<file path="src/rtl/pci_lite_target_pkg.sv">
// Shared definitions for the PCI-lite target: bus commands, FSM encodings
// and byte-lane helpers.
package pci_lite_target_pkg;

   localparam logic [3:0] CMD_READ  = 4'b0110;
   localparam logic [3:0] CMD_WRITE = 4'b0111;

   localparam logic [1:0] ST_IDLE = 2'd0;
   localparam logic [1:0] ST_WAIT = 2'd1;
   localparam logic [1:0] ST_DATA = 2'd2;
   localparam logic [1:0] ST_TURN = 2'd3;

   // Active-low byte enables to a 32-bit mask of lanes being written.
   function automatic logic [31:0] be_mask(input logic [3:0] be_n);
      logic [31:0] m;
      m = '0;
      for (int b = 0; b < 4; b++) m[8*b +: 8] = {8{~be_n[b]}};
      return m;
   endfunction

endpackage

</file>
<file path="src/rtl/pci_lite_regfile.sv">
// NREGS x 32 register file with active-low byte-enable writes, combinational
// read port and a flat export of every register.
module pci_lite_regfile
   import pci_lite_target_pkg::*;
#(
   parameter int IDX_W = 3
) (
   input  logic                         clk,
   input  logic                         rst_,
   input  logic                         we_i,
   input  logic [IDX_W-1:0]             widx_i,
   input  logic [3:0]                   be_n_i,
   input  logic [31:0]                  wdata_i,
   input  logic [IDX_W-1:0]             ridx_i,
   output logic [31:0]                  rdata_o,
   output logic [32*(2**IDX_W)-1:0]     regs_o
);

   localparam int NREGS = 2**IDX_W;

   logic [NREGS-1:0][31:0] regs_q;
   logic [31:0]            wmask;
   logic [31:0]            word_d;

   assign wmask  = be_mask(be_n_i);
   assign word_d = (regs_q[widx_i] & ~wmask) | (wdata_i & wmask);

   always_ff @(posedge clk or negedge rst_) begin
      if (!rst_)     regs_q         <= '0;
      else if (we_i) regs_q[widx_i] <= word_d;
   end

   assign rdata_o = regs_q[ridx_i];
   assign regs_o  = regs_q;

endmodule

</file>
<file path="src/rtl/pci_lite_target.sv">
// PCI-lite target: decodes address phases against a base window, claims with
// devsel_, inserts wait states, and completes data phases into a register file.
module pci_lite_target
   import pci_lite_target_pkg::*;
#(
   parameter logic [31:0] BASE_ADDR   = 32'h0000_1000,
   parameter int          IDX_W       = 3,
   parameter int          WAIT_STATES = 1
) (
   input  logic                         clk,
   input  logic                         rst_,
   input  logic                         frame_,
   input  logic                         irdy_,
   input  logic [31:0]                  ad_bus,
   input  logic [3:0]                   c_be_,
   output logic                         devsel_,
   output logic                         trdy_,
   output logic [31:0]                  rd_data,
   output logic [32*(2**IDX_W)-1:0]     regs_out,
   output logic                         wr_stb,
   output logic [IDX_W-1:0]             wr_idx
);

   localparam logic [3:0] WS = 4'(WAIT_STATES);

   logic [1:0]       state_q, state_d;
   logic [3:0]       cnt_q, cnt_d;
   logic [IDX_W-1:0] idx_q, idx_d;
   logic             rw_q, rw_d;
   logic             frame_prev_q;
   logic [31:0]      rd_data_q, rd_data_d;
   logic             wr_stb_q, wr_stb_d;
   logic [IDX_W-1:0] wr_idx_q, wr_idx_d;

   logic             hit, cmd_ok, start;
   logic [IDX_W-1:0] ad_idx, rd_idx;
   logic [31:0]      rf_rdata;
   logic             rf_we;
   logic             unused_ok;

   assign unused_ok = ^ad_bus[1:0];

   assign hit    = (ad_bus[31:IDX_W+2] == BASE_ADDR[31:IDX_W+2]);
   assign cmd_ok = (c_be_ == CMD_READ) || (c_be_ == CMD_WRITE);
   assign start  = !frame_ && frame_prev_q && hit && cmd_ok;
   assign ad_idx = ad_bus[IDX_W+1:2];

   // Read port follows whichever register rd_data is about to be loaded from.
   always_comb begin
      rd_idx = idx_q;
      if (state_q == ST_IDLE)      rd_idx = ad_idx;
      else if (state_q == ST_DATA) rd_idx = idx_q + 1'b1;
   end

   assign rf_we = (state_q == ST_DATA) && !irdy_ && rw_q;

   pci_lite_regfile #(.IDX_W(IDX_W)) u_regfile (
      .clk     (clk),
      .rst_    (rst_),
      .we_i    (rf_we),
      .widx_i  (idx_q),
      .be_n_i  (c_be_),
      .wdata_i (ad_bus),
      .ridx_i  (rd_idx),
      .rdata_o (rf_rdata),
      .regs_o  (regs_out)
   );

   always_comb begin
      state_d   = state_q;
      cnt_d     = cnt_q;
      idx_d     = idx_q;
      rw_d      = rw_q;
      rd_data_d = rd_data_q;
      wr_stb_d  = 1'b0;
      wr_idx_d  = wr_idx_q;
      case (state_q)
         ST_IDLE: begin
            if (start) begin
               idx_d = ad_idx;
               rw_d  = (c_be_ == CMD_WRITE);
               cnt_d = WS;
               if (WAIT_STATES == 0) begin
                  state_d = ST_DATA;
                  if (c_be_ == CMD_READ) rd_data_d = rf_rdata;
               end else begin
                  state_d = ST_WAIT;
               end
            end
         end
         ST_WAIT: begin
            if (frame_ && irdy_) begin
               state_d = ST_TURN;
            end else begin
               cnt_d = (cnt_q != 4'd0) ? cnt_q - 4'd1 : 4'd0;
               // Last wait cycle: present read data together with trdy_.
               if (cnt_q <= 4'd1) begin
                  state_d = ST_DATA;
                  if (!rw_q) rd_data_d = rf_rdata;
               end
            end
         end
         ST_DATA: begin
            if (!irdy_) begin
               wr_stb_d = rw_q;
               if (rw_q) wr_idx_d = idx_q;
               if (frame_) begin
                  state_d = ST_TURN;
               end else begin
                  idx_d = idx_q + 1'b1;
                  cnt_d = WS;
                  if (WAIT_STATES == 0) begin
                     if (!rw_q) rd_data_d = rf_rdata;
                  end else begin
                     state_d = ST_WAIT;
                  end
               end
            end else if (frame_) begin
               state_d = ST_TURN;
            end
         end
         default: state_d = ST_IDLE;
      endcase
   end

   always_ff @(posedge clk or negedge rst_) begin
      if (!rst_) begin
         state_q      <= ST_IDLE;
         cnt_q        <= 4'd0;
         idx_q        <= '0;
         rw_q         <= 1'b0;
         frame_prev_q <= 1'b1;
         rd_data_q    <= '0;
         wr_stb_q     <= 1'b0;
         wr_idx_q     <= '0;
      end else begin
         state_q      <= state_d;
         cnt_q        <= cnt_d;
         idx_q        <= idx_d;
         rw_q         <= rw_d;
         frame_prev_q <= frame_;
         rd_data_q    <= rd_data_d;
         wr_stb_q     <= wr_stb_d;
         wr_idx_q     <= wr_idx_d;
      end
   end

   assign devsel_ = !((state_q == ST_WAIT) || (state_q == ST_DATA));
   assign trdy_   = (state_q != ST_DATA);
   assign rd_data = rd_data_q;
   assign wr_stb  = wr_stb_q;
   assign wr_idx  = wr_idx_q;

endmodule

</file>
<file path="config.mk">
export PLATFORM = sky130hd
export DESIGN_NAME = pci_lite_target
export DESIGN_NICKNAME = d
export VERILOG_FILES = /design/src/rtl/pci_lite_target_pkg.sv /design/src/rtl/pci_lite_regfile.sv /design/src/rtl/pci_lite_target.sv
export SDC_FILE = /design/constraint.sdc
export NUM_CORES = 1
export LEC_CHECK = 0
export ABC_AREA = 1
export CORE_MARGIN = 2
export CORE_UTILIZATION = 30
export CTS_CLUSTER_DIAMETER = 40
export CTS_CLUSTER_SIZE = 8
export DETAILED_ROUTE_END_ITERATION = 16
export PLACE_DENSITY = 0.59
export SLEW_MARGIN = 5
export SYNTH_ARGS = -nofsm -noshare
export SYNTH_HDL_FRONTEND = slang
export SYNTH_SLANG_ARGS = --single-unit
</file>
<file path="constraint.sdc">
create_clock -name clk -period 2 [get_ports clk]
set_input_delay 0.4 -clock clk [delete_from_list [all_inputs] [get_ports clk]]
set_output_delay 0.4 -clock clk [all_outputs]
set_load 0.02 [all_outputs]
</file>
# Word level (Yosys, flattened, before mapping)
# Cells that the tools add are included.
# totals
ram_bits	0
latchBits	0
ff_bits	303
memories	0
romBits	0
# op_classes
n_div	0
eq_ne	12
reduce_logical	22
shifts	0
multipliers	0
bitwise_logic	11
n_addsub	2
n_mux	28
order_cmp	4
# op_table
op	n
$bwmux W256	1
$bmux W32 S3	2
$demux W32 S3	1
$mux W32	3
$and A32 B32 Y32	2
$not A32 Y32	1
$or A32 B32 Y32	1
$eq A27 B8 Y1 const B	1
$mux W4	5
$mux W3	5
$mux W2	6
$pmux W4 S3	1
$ne A2 B2 Y1 const B	5
$eq A4 B3 Y1 const B	2
$lt A3 B4 Y1 const B	2
$reduce_and A4 Y1	2
$logic_and A1 B1 Y1	7
$not A1 Y1	7
$ne A3 B3 Y1 const B	2
$pmux W2 S3	1
$pmux W3 S2	1
$reduce_and A3 Y1	2
$reduce_and A5 Y1	1
$le A4 B1 Y1 const B	1
13 further kinds	17

# Longest topological paths before layout
# depth
depth_word	6
mapped_depth	13

# Cells and area by module
# From an unflattened synthesis, not the netlist that was laid out.
# hier_totals
hier_cells	2643
hier_area_um2	18001.0
# by_module_without_submodules
mod	cells_each	area_each_um2	seq_area_each_um2	instances
pci_lite_regfile	2350	15577.4	6406.1	1
pci_lite_target	293	2423.6	1177.4	1

# Worst setup path before layout
# Ideal clock, no wire load.
# synth_path
kind	flip-flop to flip-flop
start	reg state_q[0]
end	reg rd_data_q[10], in the netlist rd_data[10]
path_buffers	3
setup_time_ns	0.117
required_ns	1.883
path_stages_with_launch	14
arrival_ns	1.840
synth_period_minus_slack_ns	1.958
path_slack_ns	0.042
cell_sequence	dfrtp_1 > inv_1 > ha_1 > buf_2 > inv_1 > nand3_2 > nand2_2 > buf_2 > buf_2 > nand2_1 > nand3_1 > nand3_1 > nand3_1 > nand2_1
# synth_via
elab_chain_len	5
elab_cells_between_ends	8
cone_classes	2 x eq/ne; 4 x mux; 2 x reduce/logical
# synth_lines
element	line	source
start, declared	pci_lite_target.sv:26	logic [1:0] state_q, state_d;
start signal, assigned	pci_lite_target.sv:137	state_q <= state_d;
$eq A2 B2 Y1	pci_lite_target.sv:52	else if (state_q == ST_DATA) rd_idx = idx_q + 1'b1;
$mux W3	pci_lite_target.sv:52	
$mux W3	pci_lite_target.sv:51	if (state_q == ST_IDLE) rd_idx = ad_idx;
$bmux W32 S3	pci_lite_regfile.sv:33	assign rdata_o = regs_q[ridx_i];
$mux W32 (implied by the code)	pci_lite_regfile.sv:33	
end signal, assigned	pci_lite_target.sv:142	rd_data_q <= rd_data_d;
end, declared	pci_lite_target.sv:31	logic [31:0] rd_data_q, rd_data_d;
# Several ways; a longest one is shown, not always the timed one. The select of a mux whose other input is x is not followed.
# A chain may end at the register's enable or synchronous reset.

# Final worst setup path
# layout_path
start	reg idx_q[0]
end	reg rd_data_q[13], in the netlist rd_data[13]
# layout_via
elab_chain_len	5
# layout_lines
element	line	source
start, declared	pci_lite_target.sv:28	logic [IDX_W-1:0] idx_q, idx_d;
start signal, assigned	pci_lite_target.sv:139	idx_q <= idx_d;
$add A3 B1 Y3	pci_lite_target.sv:52	
$mux W3 (*)	pci_lite_target.sv:52	
$mux W3 (*)	pci_lite_target.sv:51	
$bmux W32 S3 (*)	pci_lite_regfile.sv:33	
$mux W32 (implied by the code) (*)	pci_lite_regfile.sv:33	
# Every way passes the cells marked *; elsewhere a longest branch is shown, timed or not. The select of a mux whose other input is x is not followed.

==> impl_metrics.yaml <==
final_layout:
  multi_input_area_sq_um: 8130
  fill_cells: 5669
  ff_latch_area_sq_um: 7590
  fin_cells: 3548
  fin_util_pct: 44.3
  area_growth_pct: 46.8
  nNetsFinal: 2786
  diodes: 0
  layout-drive-gt1-share_pct: 14.4
floorplanning:
  die-height_microns: 244
  ios: 334
  rows: 88
  coreArea_sq_um: 57400
  initial_core_util_pct: 30.2
  fp.dieW_microns: 244
  dieArea_sq_um: 59600
route:
  routed.top_layer: "met4"
  met1_length_microns: 33700
  drc: 0
  wl_per_cell_microns: 23.8
  viasPerCell: 5.56
  wl_met3_microns: 9180
  ant_nets: 0
  num_vias: 19700
  drt-pass1-iter-count: 7
  drtIter0Drc: 2673
  dr_wl_met2_microns: 37300
  finalWirelength_microns: 84400
sta:
  finClkSkew_ps: 20.7
  max_slew_margin_pct: 68.5
  min_period_over_period_pct: 99.7
  worst_pin_slew_ps: 472
  slew_viol_final: 0
  setup_viol: 0
  fmax_ghz: 0.501
  finalHoldViolCount: 0
  fin_tns_setup_ps: 0
  period_needed_ps: 1990
  rsz0062_at_grt: "true"
power:
  power_mw: 35.0
  irDropWorstVdd_mv: 0.791
  p_per_area_nw_per_um2: 1370
  leakage_nw: 11.0
job:
  drv_cap: 0
min_path:
  min_path_type: "primary input to async pin"
worst_setup_path:
  critPathBufInv: 3
  startpoint_type: "register"
  crit_type: "register to register"
  critical_path.top_delay_family: "flip-flops"
  cp_cell_sequence: "ha_1 > nand2_2 > o211ai_4 > buf_12 > clkbuf_16 > buf_4 > nand3_1 > nand3_1 > nand3_1 > nand2_1"
  cp_common_cell: "nand3_1"
  critPathSlowestCell: "dfrtp_4"
  critical_path_required_ps: 2540
  slowest_delay_ps: 500
  crit_fanout: 7
  end_kind: "register"
  cp_data_arrival_time_ps: 2530
clock_tree:
  cts-htree-levels: 2
  cts_tree: "built"
  clk_pin_slew_worst_paths_ps: 50
  cts_root_buffer: "clkbuf_16"
  cts_sinks: 303
  clock_path_buffers: 3
  cts_buffers: 57
  clkLatencyLatePin_ps: 600
logic_synthesis:
  ys.flop_type: "dfrtp_1"
  syn_area_sq_um: 17300
  synth_commonest_cells: "619 x nand3_1, 331 x nand2_1, 302 x dfrtp_1, 284 x inv_1, 216 x o21ai_0"
  syn-num-nets: 2388
  syn_avg_cell_area_sq_um: 7.39
  synth-edff-count: 0
  synth-seq-cells: 303
  synthTopCellsByArea: "dfrtp_1 44%, nand3_1 18%, nand2_1 7.2%"
  ys_warn_count: 0
  yosysSeqAreaShare_pct: 43.8
  synth_cell_types: 35
  yosysMostFrequentCell: "nand3_1"
  yosysTopAreaCell: "dfrtp_1"
  yosys.area.top_type_share_pct: 43.7
  netlist_instances: 2342
  async_flop_share_pct: 100
global_routing:
  grt_pass1_wl_microns: 118000
  overflow: 0
  gr-usage-all-layers_pct: 26.0
  antenna_found_initial: 0
  grt_pass1_vias: 18700
  grt_max_degree: 67
place:
  routabilityCongestion: 0.892
  dp_hpwl_microns: 53800
  numPortBuffers: 333
  dp_cells: 3401
status:
  status: "complete, no violations"
flip-flops by register name, indices dropped and copies added (netlist names):
| signal | cells |
|---|---|
| wr_stb | 1 |
| frame_prev_q | 1 |
| cnt_q | 4 |
| wr_idx | 3 |
| rd_data | 32 |
| state_q | 2 |
| rw_q | 1 |
| idx_q | 3 |
| u_regfile.regs_o | 256 |
where the power goes:
group          switching, mW  leakage [nW]  internal [mW]
logic                   11.3          7.28           6.76
clock network           3.35         0.940           6.58
registers              0.386          2.81           6.59
cells by family (layout without fill, tap and decap cells):
kind of cell / Yosys count / count (layout) / share of synthesized area [%]
buffers and inverters: 472 / 912 / 10.8
xor gates and xnor gates: 1 / 1 / 0.0506
DFF: 303 / 303 / 43.8
adders and majority gates: 6 / 6 / 0.434
and+or+nand+nor: 1089 / 1090 / 30.2
AOI/OAI and AO/OA: 471 / 471 / 14.7
worst reg2reg max path, stage by stage (launching register included):
cell and delay (ps):
dfrtp_4 500, ha_1 310, nand2_2 90, o211ai_4 290, buf_12 160, clkbuf_16 160
buf_4 120, nand3_1 70, nand3_1 80, nand3_1 90, nand2_1 70
through the flow:
stage | area, sq um | hold slack [ps] | worst slack, ps
6_report | 25400 | 343 | 5.57
5_1_grt | 25400 | 369 | -64.4
2_1_floorplan | 17300 | 104 | 42.4
4_1_cts | 24400 | 333 | -4.67
3_5_place_dp | 22700 | 368 | -360
3_3_place_gp | 22700 | 370 | -367
per-layer routing:
layer,global-route usage [%],vias to the layer above
met1,34.3,9428
met4,13.2,0
met3,5.94,265
met2,39.8,1331
li1,-,8693
met5,0,-
placed cells by master, fill, tap and decap left out, drive strengths merged, types with 2 or more instances in the layout:
cell type      count
a21oi             65
buf              173
bufinv             8
clkbuf            96
clkdlybuf4s50     78
clkinv            10
clkinvlp           5
dfrtp            302
dlygate4sd2      237
dlymetal6s2s      15
ha                 6
inv              289
nand2            336
nand3            650
nand4              5
nor2              70
nor3               2
o211ai            66
o21ai            335
o22ai              2
or2               26
cell type report:
class                           instances  area share (%)
Timing Repair Buffer                  521            22.4
Inverter                              289            4.34
Multi-Input combinational cell       1568            32.0
Clock buffer                           79            6.34
Tap cell                              765            3.77
Sequential cell                       303            29.8
Clock inverter                         23            1.32
path summary, 6_finish.rpt:
check / depth (start not counted) / start / slack (ps) / end
max in group asynchronous: 3 / rst_ / 910 / u_regfile.regs_o[117]$_DFFE_PN0P_
worst max register to register: 10 / idx_q[0]$_DFFE_PN0P_ / 6 / rd_data[13]$_DFFE_PN0P_
worst max-delay path: 10 / idx_q[0]$_DFFE_PN0P_ / 6 / rd_data[13]$_DFFE_PN0P_
min in group clk: 2 / frame_ / 450 / frame_prev_q$_DFF_PN1_
worst min register to register: 2 / rd_data[0]$_DFFE_PN0P_ / 470 / rd_data[0]$_DFFE_PN0P_
worst min-delay path: 2 / rst_ / 340 / wr_stb$_DFF_PN0_
repair_timing:
| item | in CTS | in global routing |
|---|---|---|
| cloned | 0 | 20 |
| endpoints found under the hold margin | 32 | 0 |
| buffers inserted | 1 | 23 |
| pin swaps | 1 | 16 |
| setup endpoints to repair | 481 | 154 |
| gates resized for setup | 263 | 83 |
| hold buffers | 1 | 0 |
(Power assumes the default switching activity.)
==> edit 1, RTL diff (config.mk and constraints unchanged) <==
`WAIT_STATES`: 1 -> 0.
--- a/src/rtl/pci_lite_target.sv
+++ b/src/rtl/pci_lite_target.sv
@@ -5,7 +5,7 @@
 #(
    parameter logic [31:0] BASE_ADDR   = 32'h0000_1000,
    parameter int          IDX_W       = 3,
-   parameter int          WAIT_STATES = 1
+   parameter int          WAIT_STATES = 0
 ) (
    input  logic                         clk,
    input  logic                         rst_,
Behaviour: not the same (Yosys sat finds a counterexample within 4 cycles, from zero or initial values and one cycle with rst_ low).
==> edit 1 against the original RTL <==
Routed wire length up 11%. Critical path depth is 4 higher. Sequential share of layout area is 3.6 points lower. Sequential cell count unchanged. Fmax decreased by 8.8%. Total power up 22%. Cell area is 14% higher. Synthesized cell count grew 2.4%. Via count rose by 4.6%. The flow now finishes with violations (negative setup slack). Worst setup slack got worse by 0.19 ns. Clock power grew 4%. Area after synthesis down 0.74%.
==> edit 1: results (changes against the original RTL) <==
=================================================================================
Final cell count without fillers                                            3,728   +5.1%
# nets final                                                                2,980   +7.0%
Highest fanout seen on the critical path                                       16   +9
Sum of met2 wire segment lengths after detailed routing                   42.3 mm   +13%
Violations in the final reports                                      negative setup slack
First-pass GRT wire length                                                 126 mm   +6.7%
Sum of net half-perimeters after detailed placement                       52.0 mm   -3.3%
Critical path's largest stage delay                                       0.39 ns   -0.11 ns
Setup crit end                                                       u_regfile.regs_o[202]$_DFFE_PN0P_
Die area                                                               59,200 µm²   -0.73%
Maximum number of pins on one net before global-route repair                   68   +1.5%
DRT iter0 DRCs                                                              2,352   -12%
Utilization after layout                                                    0.512   +0.0685
Status                                                               finished, violations left
Count of final setup violators                                                261   +261
Number of optimization iterations in the first detailed-route pass              6   -1
Post-Place Cell Area                                                   22,800 µm²   +0.38%
Slack of the critical path                                              -0.188 ns   -0.193 ns
Clkbuf count                                                                   73   -7.6%
Global-route track usage on met2                                            0.446   +0.0479
Met3 routed wirelength                                                    9.05 mm   -1.5%
Standard cell with the maximum stage delay on the critical path      sky130_fd_sc_hd__dfrtp_1
Xor-xnor portion of the synthesized cell area                                   0   -0.000506
Number of buffers inserted during clock tree synthesis                         58   +1.8%
Hold slack                                                               0.364 ns   +0.0206 ns
Launch instance of the worst register-to-register path               state_q[0]$_DFFE_PN0P_
Total negative slack for setup checks                                   -27.11 ns   -27.11 ns
Fraction of layout instances using a drive strength above 1                 0.256   +0.112
Standby leakage power                                                     14.3 nW   +30%
=================================================================================
## edit 1: cell count changes after synthesis, sizes merged, moves of 5 or more
cell and change:
nor2 +189, o21ai -186, clkbuf -21, inv -51, o2111ai +32, nand3 -372
nand2 +285, nand3b +17, or2 +5, a21oi +163
## edit 1: what timing repair did
action                     4_1_cts  5_1_grt
pin swaps                       47       87
hold endpoints to repair        43        0
setup endpoints to repair      568      367
hold buffers                     1        0
buffers inserted                48       21
gates cloned                    36       34
resized for setup              466      385
## edit 1: power by group through the flow
stage	logic [mW]	registers (mW)	clock network [mW]
4_1_cts	22.3	7.17	10.4
3_3_place_gp	18.4	7.25	0
5_1_grt	26.7	7.23	10.7
6_report	25.3	7.19	10.3
3_5_place_dp	18.5	7.24	0
2_1_floorplan	10.1	7.64	0
## edit 1: kinds of logic (layout without fill, tap and decap cells)
logic type / after synthesis / count (layout)
flops: 303 / 303
compound gates: 477 / 477
buf+inv: 401 / 973
simple gates: 1212 / 1213
fa+ha+maj: 6 / 6
==> edit 2, RTL diff (same settings) <==
Without the edit above. `rd_data_q` no longer has a reset.
--- a/src/rtl/pci_lite_target.sv
+++ b/src/rtl/pci_lite_target.sv
@@ -130,7 +130,6 @@
          idx_q        <= '0;
          rw_q         <= 1'b0;
          frame_prev_q <= 1'b1;
-         rd_data_q    <= '0;
          wr_stb_q     <= 1'b0;
          wr_idx_q     <= '0;
       end else begin
@@ -139,10 +138,13 @@
          idx_q        <= idx_d;
          rw_q         <= rw_d;
          frame_prev_q <= frame_;
-         rd_data_q    <= rd_data_d;
          wr_stb_q     <= wr_stb_d;
          wr_idx_q     <= wr_idx_d;
       end
+   end
+
+   always_ff @(posedge clk) begin
+      rd_data_q <= rd_data_d;
    end
 
    assign devsel_ = !((state_q == ST_WAIT) || (state_q == ST_DATA));
Formal check against the unedited RTL: no difference found for any inputs over 4 cycles, from zero or initial values and one cycle with rst_ low; that may be too few to reach the edited logic, so the function may still have changed.
==> edit 2 against the original RTL <==
The flow now finishes with violations (negative setup slack). Clock skew is 0.0021 ns higher. Clock power increased by 15%. Total power is 57% higher. Routed wire length is 7.8% higher. Critical endpoint is now rd_data[25]$_DFFE_PP_. Fmax shrank 10%. Sequential cell count stayed put. Worst setup slack worse by 0.22 ns. Cell area up 10%. Hold slack worse by 0.052 ns. Critical path type unchanged. Area after synthesis increased by 1.1%. Sequential share of layout area fell by 2.2 points.
==> edit 2: results (changes against the original RTL) <==
==================================================================================
Status                                                                finished, violations left
Violations in the final reports                                       negative setup slack
Xor-xnor portion of the synthesized cell area                                    0   -0.000506
Most frequent cells after synthesis                                   sky130_fd_sc_hd__nand2_1 (1,090), sky130_fd_sc_hd__nand3_1 (398), sky130_fd_sc_hd__dfrtp_1 (270)
First-pass GRT wire length                                                  125 mm   +6.3%
Sequential share of the synthesized area                                     0.443   +0.00449
Post-synthesis adder-cell area fraction                                    0.00429   -0.0000462
Crit path arrival time                                                     2.52 ns   about the same
Async S/R FF share, synth                                                    0.894   -0.106
# nets final                                                                 3,101   +11%
Final setup skew                                                         0.0228 ns   +0.00205 ns
Synth unique cells                                                              29   -17%
Count of placed standard cells including taps                                3,653   +7.4%
Comb power frac                                                              0.573   +0.057
Global-route track usage on met1                                             0.365   +0.0217
Slack of the critical path                                               -0.215 ns   -0.221 ns
Hold slack                                                                0.291 ns   -0.0524 ns
Proportion of cell area occupied by registers                                0.276   -0.0223
Family of cells with the greatest summed delay on the critical path   buffers and inverters
Post-synthesis instance total                                                2,561   +9.4%
Worst ir drop on vdd                                                       1.19 mV   +51%
Layout multi-input combinational cell count                                  1,823   +16%
Sum of met2 wire segment lengths after detailed routing                    41.9 mm   +12%
Net Switching                                                              25.7 mW   +71%
CTS resizes                                                                    387   +47%
Multi-input logic area                                                    8990 µm²   +11%
Total negative slack for setup checks                                    -33.07 ns   -33.07 ns
Global-route track usage on met2                                             0.453   +0.0545
Count of final setup violators                                                 283   +283
Post-placement setup slack                                               -0.260 ns   +0.0996 ns
Met3 routed wirelength                                                     8.22 mm   -10%
Power after layout                                                         54.9 mW   +57%
Routed WL per cell                                                         23.5 µm   -1.3%
Global-route met3 utilization                                               0.0474   -0.0120
==================================================================================
edit 2: cell types whose count changed in the layout (fill, tap and decap cells not counted), sizes merged, moves of 15 or more:
cell,unedited run,this run
buf,173,228
dfrtp,302,270
dlygate4sd2,237,260
dlymetal6s2s,15,0
edfxtp,0,32
nand2,336,1093
nand3,650,398
o21ai,335,105
edit 2: worst paths after layout:
path | start | endpoint | cells after the start
max | state_q[1]$_DFFE_PN0P_ | rd_data[25]$_DFFE_PP_ | 14
min | rst_ | u_regfile.regs_o[74]$_DFFE_PN0P_ | 2
max reg2reg | state_q[1]$_DFFE_PN0P_ | rd_data[25]$_DFFE_PP_ | 14
min reg2reg | cnt_q[3]$_DFFE_PN0P_ | cnt_q[3]$_DFFE_PN0P_ | 2
max in group asynchronous | rst_ | u_regfile.regs_o[116]$_DFFE_PN0P_ | 3
min in group clk | cnt_q[3]$_DFFE_PN0P_ | cnt_q[3]$_DFFE_PN0P_ | 2
